File: src/rtl/fetch_buffer_pkg.sv
// Shared types and constants for the instruction-fetch buffer.
package fetch_buffer_pkg;

  typedef enum logic [1:0] {
    StIdle,
    StRun,
    StFlush
  } fetch_state_e;

  localparam int unsigned InstW          = 32;
  localparam logic [31:0] PcInc          = 32'd4;
  localparam logic [31:0] DefaultResetPc = 32'h0000_0000;

  // One buffered instruction: its PC tag and the fetched word.
  typedef struct packed {
    logic [InstW-1:0] pc;
    logic [InstW-1:0] data;
  } fetch_entry_t;

endpackage

File: src/rtl/fetch_fifo.sv
// Depth-entry synchronous FIFO of {pc, word} entries with a clear that wins over push/pop.
module fetch_fifo
  import fetch_buffer_pkg::*;
#(
  parameter int unsigned Depth = 4,
  localparam int unsigned PtrW = $clog2(Depth),
  localparam int unsigned CntW = PtrW + 1
) (
  input  logic            clk_i,
  input  logic            rst_ni,
  input  logic            clear_i,
  input  logic            push_i,
  input  fetch_entry_t    wdata_i,
  input  logic            pop_i,
  output fetch_entry_t    rdata_o,
  output logic            full_o,
  output logic            empty_o,
  output logic [CntW-1:0] count_o
);

  fetch_entry_t    mem_q [Depth];
  logic [PtrW-1:0] wr_ptr_q, rd_ptr_q;
  logic [CntW-1:0] count_q;
  logic            do_push, do_pop;

  assign full_o  = (count_q == CntW'(Depth));
  assign empty_o = (count_q == '0);
  assign count_o = count_q;
  assign rdata_o = mem_q[rd_ptr_q];
  assign do_push = push_i && !full_o;
  assign do_pop  = pop_i && !empty_o;

  // Pointer and occupancy tracking; Depth is a power of two so pointers wrap naturally.
  always_ff @(posedge clk_i or negedge rst_ni) begin
    if (!rst_ni) begin
      wr_ptr_q <= '0;
      rd_ptr_q <= '0;
      count_q  <= '0;
    end else if (clear_i) begin
      wr_ptr_q <= '0;
      rd_ptr_q <= '0;
      count_q  <= '0;
    end else begin
      if (do_push) wr_ptr_q <= wr_ptr_q + PtrW'(1);
      if (do_pop)  rd_ptr_q <= rd_ptr_q + PtrW'(1);
      count_q <= count_q + CntW'(do_push) - CntW'(do_pop);
    end
  end

  // Entry storage; reset to zero so the head reads as 0 out of reset.
  always_ff @(posedge clk_i or negedge rst_ni) begin
    if (!rst_ni) begin
      for (int unsigned i = 0; i < Depth; i++) mem_q[i] <= '0;
    end else if (do_push && !clear_i) begin
      mem_q[wr_ptr_q] <= wdata_i;
    end
  end

endmodule

File: src/rtl/fetch_buffer.sv
// Fetch stage: owns the fetch PC, issues in-order word requests under a credit limit,
// buffers returned words with their PCs and squashes stale fetches on redirect.
module fetch_buffer
  import fetch_buffer_pkg::*;
#(
  parameter int unsigned Depth   = 4,
  parameter logic [31:0] ResetPc = DefaultResetPc
) (
  input  logic        clk_i,
  input  logic        rst_ni,
  output logic        imem_req_valid_o,
  input  logic        imem_req_ready_i,
  output logic [31:0] imem_addr_o,
  input  logic        imem_resp_valid_i,
  input  logic [31:0] imem_resp_data_i,
  output logic        inst_valid_o,
  input  logic        inst_ready_i,
  output logic [31:0] inst_data_o,
  output logic [31:0] inst_pc_o,
  input  logic        redirect_valid_i,
  input  logic [31:0] redirect_target_i
);

  localparam int unsigned CntW     = $clog2(Depth) + 1;
  localparam logic [CntW:0] DepthExt = (CntW + 1)'(Depth);

  fetch_state_e    state_q, state_d;
  logic [31:0]     fetch_pc_q, fetch_pc_d;
  logic [31:0]     resp_pc_q, resp_pc_d;
  logic [CntW-1:0] outstanding_q, outstanding_d;
  logic [CntW-1:0] squash_q, squash_d;
  logic [CntW-1:0] occupancy;
  logic [CntW:0]   credit_used;
  logic            fifo_full, fifo_empty, fifo_push, fifo_pop, fifo_clear;
  fetch_entry_t    fifo_wdata, fifo_rdata;
  logic            req_fire, resp_ok;
  logic [31:0]     target_aligned;

  // In-flight requests plus buffered words may never exceed the FIFO size, so a push
  // can never find the FIFO full.
  assign credit_used      = {1'b0, outstanding_q} + {1'b0, occupancy};
  assign imem_req_valid_o = (state_q != StIdle) && (credit_used < DepthExt) && !fifo_full;
  assign imem_addr_o      = fetch_pc_q;
  assign req_fire         = imem_req_valid_o && imem_req_ready_i;
  // Responses with nothing outstanding, or before IDLE exits, are protocol noise.
  assign resp_ok          = imem_resp_valid_i && (outstanding_q != '0) && (state_q != StIdle);
  assign target_aligned   = {redirect_target_i[31:2], 2'b00};

  assign inst_valid_o = !fifo_empty;
  assign inst_data_o  = fifo_rdata.data;
  assign inst_pc_o    = fifo_rdata.pc;
  assign fifo_pop     = inst_valid_o && inst_ready_i;
  assign fifo_wdata   = '{pc: resp_pc_q, data: imem_resp_data_i};

  fetch_fifo #(
    .Depth(Depth)
  ) u_fifo (
    .clk_i  (clk_i),
    .rst_ni (rst_ni),
    .clear_i(fifo_clear),
    .push_i (fifo_push),
    .wdata_i(fifo_wdata),
    .pop_i  (fifo_pop),
    .rdata_o(fifo_rdata),
    .full_o (fifo_full),
    .empty_o(fifo_empty),
    .count_o(occupancy)
  );

  // Next-state: redirect wins; otherwise receive/discard responses and step the FSM.
  always_comb begin
    state_d       = state_q;
    fetch_pc_d    = fetch_pc_q;
    resp_pc_d     = resp_pc_q;
    squash_d      = squash_q;
    fifo_push     = 1'b0;
    fifo_clear    = 1'b0;
    outstanding_d = outstanding_q + CntW'(req_fire) - CntW'(resp_ok);

    if (req_fire) fetch_pc_d = fetch_pc_q + PcInc;

    if (redirect_valid_i) begin
      // Everything still in flight after this edge (including a request accepted now)
      // belongs to the wrong path; a response arriving now is simply dropped.
      fifo_clear = 1'b1;
      fetch_pc_d = target_aligned;
      resp_pc_d  = target_aligned;
      squash_d   = outstanding_d;
      state_d    = (outstanding_d != '0) ? StFlush : StRun;
    end else begin
      if (resp_ok) begin
        if (squash_q != '0) begin
          squash_d = squash_q - CntW'(1);
        end else begin
          fifo_push = 1'b1;
          resp_pc_d = resp_pc_q + PcInc;
        end
      end
      unique case (state_q)
        StIdle:  state_d = StRun;
        StRun:   state_d = StRun;
        StFlush: if (squash_d == '0) state_d = StRun;
        default: state_d = StIdle;
      endcase
    end
  end

  // State, PC and counter registers.
  always_ff @(posedge clk_i or negedge rst_ni) begin
    if (!rst_ni) begin
      state_q       <= StIdle;
      fetch_pc_q    <= ResetPc;
      resp_pc_q     <= ResetPc;
      outstanding_q <= '0;
      squash_q      <= '0;
    end else begin
      state_q       <= state_d;
      fetch_pc_q    <= fetch_pc_d;
      resp_pc_q     <= resp_pc_d;
      outstanding_q <= outstanding_d;
      squash_q      <= squash_d;
    end
  end

endmodule
File: config.mk
export PLATFORM = sky130hd
export DESIGN_NAME = fetch_buffer
export DESIGN_NICKNAME = d
export VERILOG_FILES = /design/src/rtl/fetch_buffer_pkg.sv /design/src/rtl/fetch_fifo.sv /design/src/rtl/fetch_buffer.sv
export SDC_FILE = /design/constraint.sdc
export NUM_CORES = 1
export LEC_CHECK = 0
export ABC_CLOCK_PERIOD_IN_PS = 7490
export BUFFER_PORTS_ARGS = -buffer_cell sky130_fd_sc_hd__buf_2
export CORE_ASPECT_RATIO = 0.75
export CORE_UTILIZATION = 45
export CTS_CLUSTER_DIAMETER = 80
export DETAILED_ROUTE_END_ITERATION = 8
export GPL_TIMING_DRIVEN = 0
export PLACE_DENSITY = 0.71
export SLEW_MARGIN = 20
export SYNTH_ARGS = -nofsm -noshare
export SYNTH_HDL_FRONTEND = slang
export SYNTH_SLANG_ARGS = --single-unit
File: constraint.sdc
create_clock -name clk_i -period 7.49 [get_ports clk_i]
set_input_delay 1.1235 -clock clk_i [delete_from_list [all_inputs] [get_ports clk_i]]
set_output_delay 1.1235 -clock clk_i [all_outputs]
set_load 0.01 [all_outputs]
## Word level (Yosys, flattened, before mapping)

Index checks and enable logic that the tools add are counted.

| cells by class | value |
|---|---|
| $add $sub $neg | 10 |
| $lt $le $gt $ge | 4 |
| equal/unequal tests | 5 |
| multiplexer cells | 28 |
| bitwise operators | 2 |
| reductions and logical operators | 26 |

Operators with widths:

| operator | number |
|---|---|
| bitwise mux 256 bit | 1 |
| two-way mux 64 bit | 3 |
| two-way mux 32 bit | 5 |
| binary-select mux 64 bit (select 2 bit) | 1 |
| demux 64 bit (select 2 bit) | 1 |
| adder 32 x 3 -> 32 bit (second input constant) | 2 |
| two-way mux 3 bit | 5 |
| two-way mux 2 bit | 7 |
| logical AND 1 bit | 10 |
| nonzero test 2 bit | 5 |
| nonzero test 3 bit | 3 |
| adder 3 x 1 -> 3 bit | 2 |
| >= comparator 3 bit (second input constant) | 2 |
| zero test 3 bit | 2 |
| NOT 2 -> 3 bit | 2 |
| subtractor 3 x 1 -> 3 bit | 2 |
| adder 2 x 1 -> 2 bit (second input constant) | 2 |
| adder 3 x 3 -> 4 bit | 1 |
| less-than comparator 4 x 3 -> 1 bit (second input constant) | 1 |
| two-way mux 1 bit | 4 |
| case mux 2 bit (2 select lines) | 1 |
| == test 3 bit (second input constant) | 1 |
| zero test 1 bit | 3 |
| less-than comparator 3 x 1 -> 1 bit (second input constant) | 1 |
| 8 further kinds | 8 |

| storage, ports and cells | value |
|---|---|
| register bits | 335 |
| bits of input ports | 70 |
| output and inout port bits | 98 |
| word-level logic and storage cells | 91 |

## Depth between registers and ports, before layout

| logic depth | value |
|---|---|
| word-level depth | 10 |
| mapped depth | 16 |
| gate-level depth less buffers | 14 |

## By module

A second synthesis with hierarchy kept.

| second synthesis, totals | value |
|---|---|
| cell total of the unflattened synthesis | 1054 |
| area, all modules | 16682.2 um^2 |

Modules (own cells, without submodules):

| module | times used | cells an instance | area an instance (um^2) | seq. area each (um^2) |
|---|---|---|---|---|
| fetch_fifo | 1 | 665 | 12732.2 | 6581.3 |
| fetch_buffer | 1 | 389 | 3950.0 | 1701.6 |

## Least setup slack after synthesis

No wires, ideal clock.

| timing | value |
|---|---|
| kind | register to register |
| from | register outstanding_q[2] |
| to | register state_q[0] |
| setup time | 120 ps |
| data arrival time | 3484 ps |
| required time | 7370 ps |
| slack | 3885 ps |
| cell stages (with the launch flop) | 17 |
| buffers on the path | 2 |
| period minus slack after synthesis | 3605 ps |
| path through | dfrtp_1 ha_1 or3_1 or4_1 clkbuf_1 buf_2 nor2_1 inv_1 ha_1 inv_1 ha_1 inv_1 fa_1 xnor3_1 nand3_1 o21ai_0 a41o_1 |

| between the ends | value |
|---|---|
| cells in the longest elaborated chain, start to end | 10 |
| elaborated cells on any way between the ends | 17 |
| classes of those cells | add/sub (3); order compare (1); eq/ne (1); mux (4); reduce/logical (8) |

RTL lines:

| element | line | text |
|---|---|---|
| start, declared | fetch_buffer.sv:30 | `logic [CntW-1:0] outstanding_q, outstanding_d;` |
| start signal, assigned | fetch_buffer.sv:120 | `outstanding_q <= outstanding_d;` |
| adder 3 x 3 -> 4 bit | fetch_buffer.sv:41 | `assign credit_used = {1'b0, outstanding_q} + {1'b0, occupancy};` |
| less-than comparator 4 x 3 -> 1 bit | fetch_buffer.sv:42 | `assign imem_req_valid_o = (state_q != StIdle) && (credit_used < DepthExt) && !fifo_full;` |
| logical AND 1 bit (2 in a row) | fetch_buffer.sv:42 |  |
| logical AND 1 bit | fetch_buffer.sv:44 | `assign req_fire = imem_req_valid_o && imem_req_ready_i;` |
| adder 3 x 1 -> 3 bit | fetch_buffer.sv:78 | `outstanding_d = outstanding_q + CntW'(req_fire) - CntW'(resp_ok);` |
| subtractor 3 x 1 -> 3 bit | fetch_buffer.sv:78 |  |
| nonzero test 3 bit | fetch_buffer.sv:89 | `state_d = (outstanding_d != '0) ? StFlush : StRun;` |
| two-way mux 2 bit | fetch_buffer.sv:89 |  |
| two-way mux 2 bit | fetch_buffer.sv:82 | `if (redirect_valid_i) begin` |
| end signal, assigned | fetch_buffer.sv:111 | `state_q <= StIdle;` |
| end signal, assigned | fetch_buffer.sv:117 | `state_q <= state_d;` |
| end, declared | fetch_buffer.sv:27 | `fetch_state_e state_q, state_d;` |

Several ways; a longest one is shown, not always the timed one. The select of a mux whose other input is x is not followed.
A chain may end at the register's enable or synchronous reset.

## Final worst setup path

Same ends and word-level chain as after synthesis.

==> metrics.md <==
| Metric | Value |
|---|---|
| TritonCTS clock tree | done |
| First-pass GRT wire length | 63.1 mm |
| Final hold violations | 0 |
| Crit Path Class | reg2reg |
| Gr ovfl total | 0 |
| Initial Util | 0.457 |
| TritonCTS buffer count | 35 |
| Status | finished clean |
| Post-synth EDFFs | 0 |
| Worst R2R Start | outstanding_q[2] |
| Clock tree buffer depth | 3 |
| Area leader, netlist | dfrtp_1 |
| # H-tree levels | 2 |
| Crit. Startpoint | outstanding_q[2] |
| Avg WL per Cell | 21.3 um |
| Most common cell in the netlist | dfrtp_1 |
| PD cells | 301 nW/um2 |
| Vias in the first global route | 11251 |
| Full die area | 36100 um2 |
| RD Place Congestion | 0.899 |
| Placed insts | 1831 |
| Final nets | 1497 |
| Synth Area in XOR/XNOR | 0.00692 |
| Clk slew on worst S/H paths | 70 ps |
| HPWL Detailed | 27.9 mm |
| Setup tns final | 0 ps |
| FMAX | 234 MHz |
| Core Box Area | 34800 um2 |
| Multiplexer share of the synthesized area | 0.265 |
| Worst Hold Class | in2async |
| Top cells by area, synth | dfrtp_1, mux2_2, mux4_2 |
| Max-slew violations | 0 |
| Main flop type after synthesis | dfrtp_1 |
| Largest family of logic cells by synthesized area | multiplexers |
| Fin crit share | 0.570 |
| Worst-Margin Slew | 1110 ps |
| Non-Filler Instances | 1895 |
| DRC Markers | 0 |
| Die W | 219 um |
| Pin count of the biggest net entering global routing | 105 |
| Clk sink count | 323 |
| Post-synthesis adder-cell area fraction | 0.0135 |
| FF+latch count, synth | 323 |
| Initial antenna violation count | 1 |
| Area grow syn2layout | 16.4% |
| Num rows | 59 |
| Number of DRC markers in iteration 0 | 1046 |
| Pwr Total | 5.57 mW |
| Register area share after synthesis | 0.508 |
| Hold WS | 471 ps |
| Worst-path fanout max | 10 |
| DR vias/cell | 5.98 |
| Final WL | 40.3 mm |
| Setup Viol. Count Final | 0 |
| Layout cells sized above 1 | 0.398 |
| Skew final | 33.5 ps |
| Post-Syn Area per Cell | 13.2 um2 |
| PostCTS Resize Cnt | 0 |
| Async SR Flop Fraction | 1.00 |
| Fin crit period | 4270 ps |
| N_diodes | 0 |
| WP data arrival | 4680 ps |
| Slew HR | 0.256 |
| Compound-cell area share of the yosys netlist | 0.0638 |
| Mapped Area | 15900 um2 |
| P_leak | 8.70 nW |
| Boundary Pins | 168 |
| Fillers | 2963 |
| Peak VDD IR | 0.185 mV |
| Root Buffer | clkbuf_16 |
| Ys Warns | 0 |
| Total track usage | 0.226 |
| Synth Instances | 1208 |
| Setup Fix Bufs, Post-CTS | 0 |
| Required @ worst endpoint | 7900 ps |
| Unrepaired setup endpoints after global routing | false |
| Post-synth top cells | dfrtp_1, mux2_2, mux4_2, nor2_1, clkbuf_1 |
| DR vias | 11335 |
| Worst-Skew Late Latency | 530 ps |
| Worst setup SP type | register |
| # hold bufs at CTS | 0 |
| Post-synthesis cell type count | 62 |
| Detailed Routing Iterations Pass 1 | 5 |
| Crit path capture type | register |
| Simple-gate area share of the yosys netlist | 0.0990 |
| Die H | 165 um |
| Max-cap viol count | 0 |
| # port buffers | 160 |
| Antenna viol nets, final | 0 |
| Share of Yosys cell area claimed by the top area cell type | 0.508 |
flip-flops by register name, indices dropped and copies added, names as in the netlist:
register / cells
imem_addr_o: 30
outstanding_q: 3
resp_pc_q: 30
squash_q: 3
state_q: 2
u_fifo.count_o: 3
u_fifo.mem_q: 248
u_fifo.rd_ptr_q: 2
u_fifo.wr_ptr_q: 2
worst max-delay path, stage by stage (launching register included):
cell and delay [ps]:
dfrtp_1 440, ha_1 310, or3_1 290, or4_1 390, clkbuf_1 180, buf_2 240
nor2_1 560, inv_1 140, ha_1 310, inv_1 60, ha_1 130, inv_1 50
fa_1 360, xnor3_1 250, nand3_1 110, o21ai_0 100, a41o_1 240
cell type report:
type	instances	area, um2	share of cell area
sequential	323	8080	0.437
multi-input combinational	758	7160	0.387
timing repair buffer	163	893	0.0483
clock buffer	47	941	0.0508
clock inverter	17	180	0.00973
tap	457	572	0.0309
buffer	97	561	0.0303
inverter	33	124	0.00669
power breakdown:
group	internal [mW]	leakage (nW)	switching, mW
clock	0.997	0.550	0.725
combinational	0.785	3.84	0.876
sequential	2.01	4.31	0.185
metrics by stage:
| stage | cell area, um2 | worst slack (ps) | utilization |
|---|---|---|---|
| final | 18500 | 3220 | 0.532 |
| after global routing | 18500 | 2980 | 0.532 |
| after CTS | 18500 | 3170 | 0.532 |
| after detailed placement | 17400 | 3200 | 0.500 |
| after global placement | 17300 | -751 | 0.497 |
| after floorplan | 15900 | 3890 | - |
placed cells by master (no fill, tap or decap), drive strengths merged, types with 9 or more instances in the layout:
cell type / count
o31ai: 12
clkinv: 9
inv: 36
nor2: 62
ha: 14
a21oi: 15
dfrtp: 323
buf: 207
nor3: 17
nand4: 28
nand2b: 9
and3: 20
mux2: 249
nand3: 33
mux4: 62
nor4: 31
a31oi: 9
a311oi: 21
o21ai: 12
clkbuf: 100
nor2b: 14
and4: 17
nand2: 22
a211oi: 29
routing by layer:
layer / vias to the layer above / part of all wire / track usage
li1: 4986 / - / -
met2: 512 / 0.44 / 0.328
met1: 5746 / 0.45 / 0.336
met3: 91 / 0.080 / 0.0460
met5: - / 0 / 0
met4: 0 / 0.025 / 0.0732
cell families after synthesis:
| logic type | Yosys count |
|---|---|
| buffers and inverters | 130 |
| multiplexers | 313 |
| flip-flops | 323 |
| XOR/XNOR | 11 |
| other | 1 |
| AO/OA/AOI/OAI | 135 |
| AND/OR/NAND/NOR | 279 |
| adder cells (fa/ha/maj) | 16 |
final timing paths:
check / end / cells past startpoint / slack, ps
setup / recovery: state_q[0] / 16 / 3220
hold reg to reg: u_fifo.mem_q[100] / 1 / 500
min in group clk_i: u_fifo.mem_q[100] / 1 / 500
setup reg to reg: state_q[0] / 16 / 3220
hold / removal: u_fifo.mem_q[162] / 1 / 470
max in group asynchronous: u_fifo.mem_q[59] / 3 / 5760
(Power assumes the default switching activity.)
